==> config.mk <==
export PLATFORM = sky130hd
export DESIGN_NAME = finish_irq
export DESIGN_NICKNAME = d
export VERILOG_FILES = /design/src/rtl/finish_irq.sv
export SDC_FILE = /design/constraint.sdc
export NUM_CORES = 1
export LEC_CHECK = 0
export BUFFER_PORTS_ARGS = -buffer_cell sky130_fd_sc_hd__buf_2
export CAP_MARGIN = 0
export CORE_MARGIN = 2
export CORE_UTILIZATION = 46
export DETAILED_ROUTE_END_ITERATION = 7
export PLACE_DENSITY_LB_ADDON = 0.15
export SLEW_MARGIN = 25
export SYNTH_ARGS = -nofsm -noshare
export SYNTH_HDL_FRONTEND = slang
export SYNTH_SLANG_ARGS = --single-unit
==> constraint.sdc <==
create_clock -name clk -period 3.62 [get_ports clk]
set_input_delay 0.905 -clock clk [delete_from_list [all_inputs] [get_ports clk]]
set_output_delay 0.905 -clock clk [all_outputs]
set_load 0.02 [all_outputs]
==> src/rtl/finish_irq.sv <==
// -----------------------------------------------------------------------------
// finish_irq
//
// Purpose
//   Job-completion interrupt block. A single-cycle start pulse arms the block
//   for one job. While it is armed, a rising edge on finish marks the job done.
//   The block then sets a sticky status flag, bumps a saturating completion
//   counter and raises a registered, maskable interrupt. An optional watchdog
//   ends a job that runs too long and flags it as a timeout instead.
//
// Configuration
//   FINISH_IRQ_TIMEOUT_EN  When defined, the watchdog counter and the timeout
//                          status bit (status[1]) are built. When undefined,
//                          there is no watchdog at all: status[1] reads 0,
//                          timeout_cycles and irq_clr[1] are ignored, and
//                          ARMED ends only on a finish event.
//
// Ports
//   clk             in   1   rising-edge clock for all state
//   rstn            in   1   synchronous reset, ACTIVE-HIGH (1 = reset)
//   start           in   1   single-cycle arm pulse (used only in IDLE)
//   finish          in   1   job-complete level; its rising edge is the event
//   irq_mask        in   1   1 = hold irq low (status still records events)
//   irq_clr         in   2   write-1-to-clear per status bit: [0] done, [1] timeout
//   timeout_cycles  in   32  watchdog limit in cycles while armed; 0 = disabled
//   irq             out  1   registered interrupt request
//   status          out  2   sticky flags: [0] done, [1] timeout
//   busy            out  1   high while the FSM is ARMED
//   done_cnt        out  16  completed-job count, saturates at 0xFFFF
// -----------------------------------------------------------------------------
module finish_irq (
  input  logic        clk,
  input  logic        rstn,
  input  logic        start,
  input  logic        finish,
  input  logic        irq_mask,
  input  logic [1:0]  irq_clr,
  input  logic [31:0] timeout_cycles,
  output logic        irq,
  output logic [1:0]  status,
  output logic        busy,
  output logic [15:0] done_cnt
);

  typedef enum logic [1:0] {
    IDLE  = 2'b00,
    ARMED = 2'b01,
    EVENT = 2'b10
  } state_e;

  state_e      state_q,    state_d;
  logic        finish_d_q;
  logic [1:0]  status_q,   status_d;
  logic [15:0] done_cnt_q, done_cnt_d;
  logic        irq_q,      irq_d;
  logic        set_done;
  logic        fin_evt;

  // A finish event is a rising edge of finish. The delayed copy is captured
  // in every state, so a level that is already high when the block arms
  // does not count as an event.
  assign fin_evt = finish & ~finish_d_q;

`ifdef FINISH_IRQ_TIMEOUT_EN
  logic [31:0] wd_q, wd_d;
  logic        set_tmo;
  logic        wd_expire;

  // The watchdog expires on the cycle in which the count would reach the
  // limit. An ARMED entry at edge E0 therefore times out at edge
  // E0 + timeout_cycles.
  assign wd_expire = (timeout_cycles != '0) && ((wd_q + 32'd1) == timeout_cycles);
`else
  // With the watchdog compiled out, these inputs have no effect.
  logic unused_inputs;
  assign unused_inputs = ^{timeout_cycles, irq_clr[1]};
`endif

  // ---------------------------------------------------------------------------
  // Next-state, status and counter logic
  // ---------------------------------------------------------------------------
  always_comb begin
    state_d    = state_q;
    done_cnt_d = done_cnt_q;
    set_done   = 1'b0;
`ifdef FINISH_IRQ_TIMEOUT_EN
    wd_d       = wd_q;
    set_tmo    = 1'b0;
`endif

    unique case (state_q)
      IDLE: begin
        if (start) begin
          state_d = ARMED;
`ifdef FINISH_IRQ_TIMEOUT_EN
          wd_d    = '0;
`endif
        end
      end

      ARMED: begin
`ifdef FINISH_IRQ_TIMEOUT_EN
        if (timeout_cycles != '0) begin
          wd_d = wd_q + 32'd1;
        end
`endif
        // If a finish event and watchdog expiry land in the same cycle,
        // the finish event takes precedence.
        if (fin_evt) begin
          set_done = 1'b1;
          state_d  = EVENT;
          if (done_cnt_q != '1) begin
            done_cnt_d = done_cnt_q + 16'd1;
          end
        end
`ifdef FINISH_IRQ_TIMEOUT_EN
        else if (wd_expire) begin
          set_tmo = 1'b1;
          state_d = EVENT;
        end
`endif
      end

      EVENT: begin
        state_d = IDLE;
      end

      default: begin
        state_d = IDLE;
      end
    endcase

    // Sticky flags: a set in the same cycle overrides a write-1-to-clear.
    status_d[0] = set_done | (status_q[0] & ~irq_clr[0]);
`ifdef FINISH_IRQ_TIMEOUT_EN
    status_d[1] = set_tmo  | (status_q[1] & ~irq_clr[1]);
`else
    status_d[1] = 1'b0;
`endif

    // irq follows the registered status, so it trails a status change by
    // one cycle.
    irq_d = (status_q[0] | status_q[1]) & ~irq_mask;
  end

  // ---------------------------------------------------------------------------
  // State registers (synchronous, active-high reset)
  // ---------------------------------------------------------------------------
  always_ff @(posedge clk) begin
    if (rstn) begin
      state_q    <= IDLE;
      finish_d_q <= 1'b0;
      status_q   <= '0;
      done_cnt_q <= '0;
      irq_q      <= 1'b0;
    end else begin
      state_q    <= state_d;
      finish_d_q <= finish;
      status_q   <= status_d;
      done_cnt_q <= done_cnt_d;
      irq_q      <= irq_d;
    end
  end

`ifdef FINISH_IRQ_TIMEOUT_EN
  always_ff @(posedge clk) begin
    if (rstn) begin
      wd_q <= '0;
    end else begin
      wd_q <= wd_d;
    end
  end
`endif

  // ---------------------------------------------------------------------------
  // Outputs
  // ---------------------------------------------------------------------------
  assign irq      = irq_q;
  assign status   = status_q;
  assign busy     = (state_q == ARMED);
  assign done_cnt = done_cnt_q;

endmodule

==> metrics.txt, run 1 <==
Gate Count Post-Synth=123; count leader, synth=dfxtp_1; global-route wire length before repair=between 3000 and 4000 um; Post-DRT Antenna Nets=0; Final Slew Violations=0; cts bufs inserted=3; overall routed net length=2120 um; Syn-to-layout area delta=14.0%; Max-Cap Viols=0; post-DP HPWL=around 1500 um; cells on worst reg2reg path=4; CTS resizes=0; Min-Delay Path Depth=1; I/O Buffers=24; EDFF count, synth=0; syn nets=163; Vias/cell=around 5.6; flop and latch count out of synthesis=21; Worst-Margin Slew=911 ps; crit share post-route=65.1%; Max clock buf depth=2; M1 WL=1050 um; GR Util All Layers=16.4%; post-synthesis cell area=1060 um2; Root Buffer=clkbuf_4; critical path type=input port to flip-flop; DRT Pass-1 Iters=4; setup TNS=0 ps; largest area contributor in the netlist=dfxtp_1; min Tclk post-route=2360 ps; Worst Clk Skew=between 1 and 1.5 ps; startpoint types=input port; unrepaired setup endpoints after global routing=no; FF-to-FF End=done_cnt[7]; Setup Viol. Count Final=0; DR WL met2=974 um; hold crit path type=flip-flop to flip-flop; initial DRC count=14; Sink Count=21; total number of vias=960; Req. time, crit path=3820 ps; Clock H-tree levels=1; wire per inst=12.3 um; clock tree from TritonCTS=built; initial antenna violation count=0; Worst-Skew Late Latency=300 ps; Initial Util=48.2%; most frequent cells after synthesis=21 x dfxtp_1, 10 x nor2_1, 8 x a21oi_1, 7 x nand2_1, 7 x nor2b_1; GRT overflow=0; Yosys top cell area share=39.8%; Nets=185; gp weighted congestion=0.758; critical path fanouts, max=8; sequential area share after synthesis=39.8%; Hold Crit Start=state_q[1]; Max VDD drop=0.146 mV; WP data arrival=2550 ps; wire length on met3=roughly 74 um; status=complete, no violations; Synth Flop Type=dfxtp_1; core area=2190 um2; design area=1200 um2; Worst Hold End=state_q[0]; Yosys warning total=0; die height=51.9 um; P_leak=0.467 nW; Max Freq=424 MHz; setup bufs post-CTS=0; post-synthesis average cell area=8.59 um2; R2R setup slack=1460 ps; share of layout cells above drive strength 1=22.9%; largest cells by area after synthesis=dfxtp_1 40%, nor2b_1 4.1%, a21oi_1 3.8%; Synth async-reset ratio=0%; RR Startpoint=done_cnt[6]; Die ar.=2700 um2; Pwr per Cell Area=308 nW/um2; Final Hold Fails=0; Worst Setup End Kind=flip-flop; hold buffers post-CTS=0; Reg clk slew, reported paths=110 ps; max layer used=met4; largest net degree at the start of global routing=31; Netlist cell types=39; I/O pin total=59; Die Span X=51.9 um; # rows=17; DRC viols=0; vias in the first global route=approximately 800; dpl cell area=approximately 1200 um2; ant diodes=0; relative slew slack=38.9%
through the flow:
step | hold WS, ps | std cells | worst slack [ps] | utilization, % | total power, W
after floorplan | 407 | 123 | 1310 | - | 0.000260
after global placement | 411 | 168 | 933 | 53.7 | 0.000265
after detailed placement | 428 | 168 | 942 | 53.7 | 0.000266
after CTS | 446 | 172 | 1270 | 54.9 | 0.000379
after global routing | 490 | 172 | 1170 | 54.9 | 0.000387
final | 439 | 172 | 1260 | 54.9 | 0.000371
critical path: stages:
cell and delay [ps]:
buf_2 100, nand4bb_1 300, or4_4 610, a211oi_1 290
mux2_1 350
report_power, final:
part	total [W]	internal (W)	leakage [nW]	switching, W
clock	0.000111	0.0000429	0.0150	0.0000683
combinational	0.0000232	0.00000938	0.282	0.0000138
sequential	0.000237	0.000234	0.170	0.00000243
total	0.000371	0.000287	0.467	0.0000845
layout make-up:
type                       instances  area [um2]
multi-input combinational         92         591
fill                             216         987
inverter                           3        11.3
clock buffer                       4        26.3
tap                               28        35.0
sequential                        21         420
timing repair buffer              24         120
metal layers:
layer	GRT usage (%)	up-vias
met5	0	-
met4	10.5	0
met3	2.59	2
met2	26.4	16
met1	20.2	452
li1	-	490
kinds of logic (layout without fill, tap and decap cells):
family	Yosys count	count (layout)	share of synthesized area (%)
AO/OA/AOI/OAI	26	26	15.5
multiplexers	7	7	7.35
other	1	1	0.355
buffers and inverters	10	31	4.27
AND/OR/NAND/NOR	57	57	31.5
adder cells (fa/ha/maj)	1	1	1.18
flip-flops	21	21	39.8
sequential cells by signal, indices dropped and copies added (netlist names):
name / cells
irq: 1
state_q: 2
done_cnt: 16
finish_d_q: 1
status: 1
worst max-delay path by stage:
stage,start,endpoint,slack [ps],cells past startpoint
after floorplan,finish,done_cnt[11],1310,5
after global placement,finish,done_cnt[13],930,5
after detailed placement,finish,done_cnt[7],940,5
after CTS,finish,done_cnt[7],1270,5
after global routing,finish,done_cnt[7],1170,5
final,finish,done_cnt[13],1260,5
layout by cell type, fill, tap and decap left out, types with 5 or more instances in the layout:
cell / instances
a21oi_1: 8
nor2b_1: 7
nand2b_1: 5
a211oi_1: 5
o21ai_0: 5
nand2_1: 7
nor2_1: 10
dfxtp_1: 21
buf_2: 24
nand3_1: 5
Note: power is estimated with default switching activity, not from simulation.
==> run 2, diff against run 1 <==
CORE_UTILIZATION = 43   (was 46)
clock period = 2.4 ns   (was 3.62 ns; I/O delays follow)
==> run 2 against run 1 <==
  * Critical path depth fell by 1
  * Critical endpoint unchanged
  * Count of clock-buffer cells in the layout unchanged
  * Clock power grew 51%
  * Critical path type is now flip-flop to flip-flop
  * First-iteration DRC count shrank 71%
  * Via count grew 0.42%
==> metrics.txt, run 2 (synthesis gave the netlist of run 1 again) <==
I/O Buffers=24 (unchanged); hold buffers post-CTS=0 (unchanged); Req. time, crit path=2600 ps (-1220 ps); Pwr per Cell Area=458 nW/um2 (+49%); most frequent cells in the layout=24 x buf_2, 21 x dfxtp_1, 10 x nor2_1, 8 x a21oi_1; Clock H-tree levels=1 (unchanged); P_leak=0.482 nW (+3.3%); status=complete, no violations; setup bufs post-CTS=0 (unchanged); Vias/cell=5.51 (-1.3%); relative slew slack=68.4% (+29 points); unrepaired setup endpoints after global routing=no; slowest stage cell, crit path=or4_4; clock tree from TritonCTS=built; I/O pin total=59 (unchanged); largest net degree at the start of global routing=31 (unchanged); Worst Setup End Kind=flip-flop; Power Total=0.000562 W (+51%); Final Slew Violations=0 (unchanged); final cell count without fillers=175 (+1.7%); initial antenna violation count=0 (unchanged); Nets=188 (+1.6%); Largest register FFs=16 (unchanged); DRT Pass-1 Iters=4 (unchanged); setup TNS=0 ps (unchanged); Final Hold Fails=0 (unchanged); startpoint types=flip-flop; dpl cell area=1200 um2 (+1.9%); gp weighted congestion=0.818 (+7.9%); hold crit path type=input port to flip-flop; CTS resizes=0 (unchanged); Max clock buf depth=2 (unchanged); Reg clk slew, reported paths=100 ps (about the same); placed cell count=171 (+1.8%); worst path cell trace=nand4bb_1 -> or4_4 -> a211oi_1 -> mux2_1; Sink Count=21 (unchanged); Worst-Margin Slew=463 ps (-448 ps); die height=53.6 um (+3.2%); worst path buffer plus inverter count=0 (-1); DRC viols=0 (unchanged); Root Buffer=clkbuf_4; Initial Util=46.4% (-1.8 points); Worst-Skew Late Latency=310 ps (about the same); core area=2280 um2 (+3.9%); delay-heaviest family, CP=simple AND/OR/NAND/NOR gates; overall routed net length=2110 um (-0.19%); post-DP HPWL=1550 um (+3.2%); total number of vias=964 (+0.42%); design area=1230 um2 (+1.9%); share of layout cells above drive strength 1=24.5% (+1.6 points); initial DRC count=4 (-10); min Tclk post-route=1980 ps; Max VDD drop=0.365 mV (+150%); critical path type=flip-flop to flip-flop; cts bufs inserted=3 (unchanged); GRT overflow=0 (unchanged); ant diodes=0 (unchanged); GR Util All Layers=16.5% (+0.088 points); Setup Viol. Count Final=0 (unchanged); PnR worst setup slack=419 ps (-843 ps); CP peak stage delay=600 ps (about the same); Worst Clk Skew=9.94 ps (+8.73 ps); # rows=17 (unchanged); global-route wire length before repair=3460 um (+5.0%); Syn-to-layout area delta=16.1%; wire per inst=12.1 um (-1.9%); crit share post-route=82.5%; critical path fanouts, max=6 (-2); Die ar.=2870 um2 (+6.4%); Place WS=107 ps (-835 ps); Max Freq=505 MHz; Post-DRT Antenna Nets=0 (unchanged); WP data arrival=2180 ps (-370 ps); Max-Cap Viols=0 (unchanged); commonest non-fill, non-tap cell in the layout=buf_2; vias in the first global route=830 (+3.9%); Die Span X=53.6 um (+3.2%)
[run 2: cell count changes in the layout (fill, tap and decap cells not counted)]
cell / previous run / this run
buf_4: 0 / 3
[run 2: layer usage]
metal  global-route usage (%)  wire (um)  part of all wire (%)
met1                     19.6        978                    46
met2                     26.7        978                    46
met3                     6.11        115                   5.4
met4                     6.84         40                   1.9
met5                        0          0                     0
[run 2: worst paths after layout]
path | slack [ps] | startpoint | to | cells past startpoint
min | 440 | irq_mask | irq | 2
min reg2reg | 450 | state_q[1] | state_q[0] | 1
max reg2reg | 420 | state_q[1] | done_cnt[13] | 4
max | 420 | state_q[1] | done_cnt[13] | 4
[run 2: through the flow]
step	hold WS, ps	utilization (%)
finish	444	53.9
global route	419	53.9
CTS	437	53.9
detailed placement	444	52.7
global placement	423	52.7
floorplan	407	-
[run 2: power breakdown]
group	switching [W]	total (W)	leakage [nW]	internal, W
Combinational	0.0000213	0.0000364	0.297	0.0000151
Clock	0.000103	0.000168	0.0150	0.0000649
Sequential	0.00000369	0.000357	0.170	0.000354
Total	0.000128	0.000562	0.482	0.000434
[run 2: layout make-up]
class,instances,area [um2]
Sequential cell,21,420
Clock buffer,4,26.3
Multi-Input combinational cell,92,591
Fill cell,233,1050
Tap cell,28,35.0
Timing Repair Buffer,27,143
Inverter,3,11.3
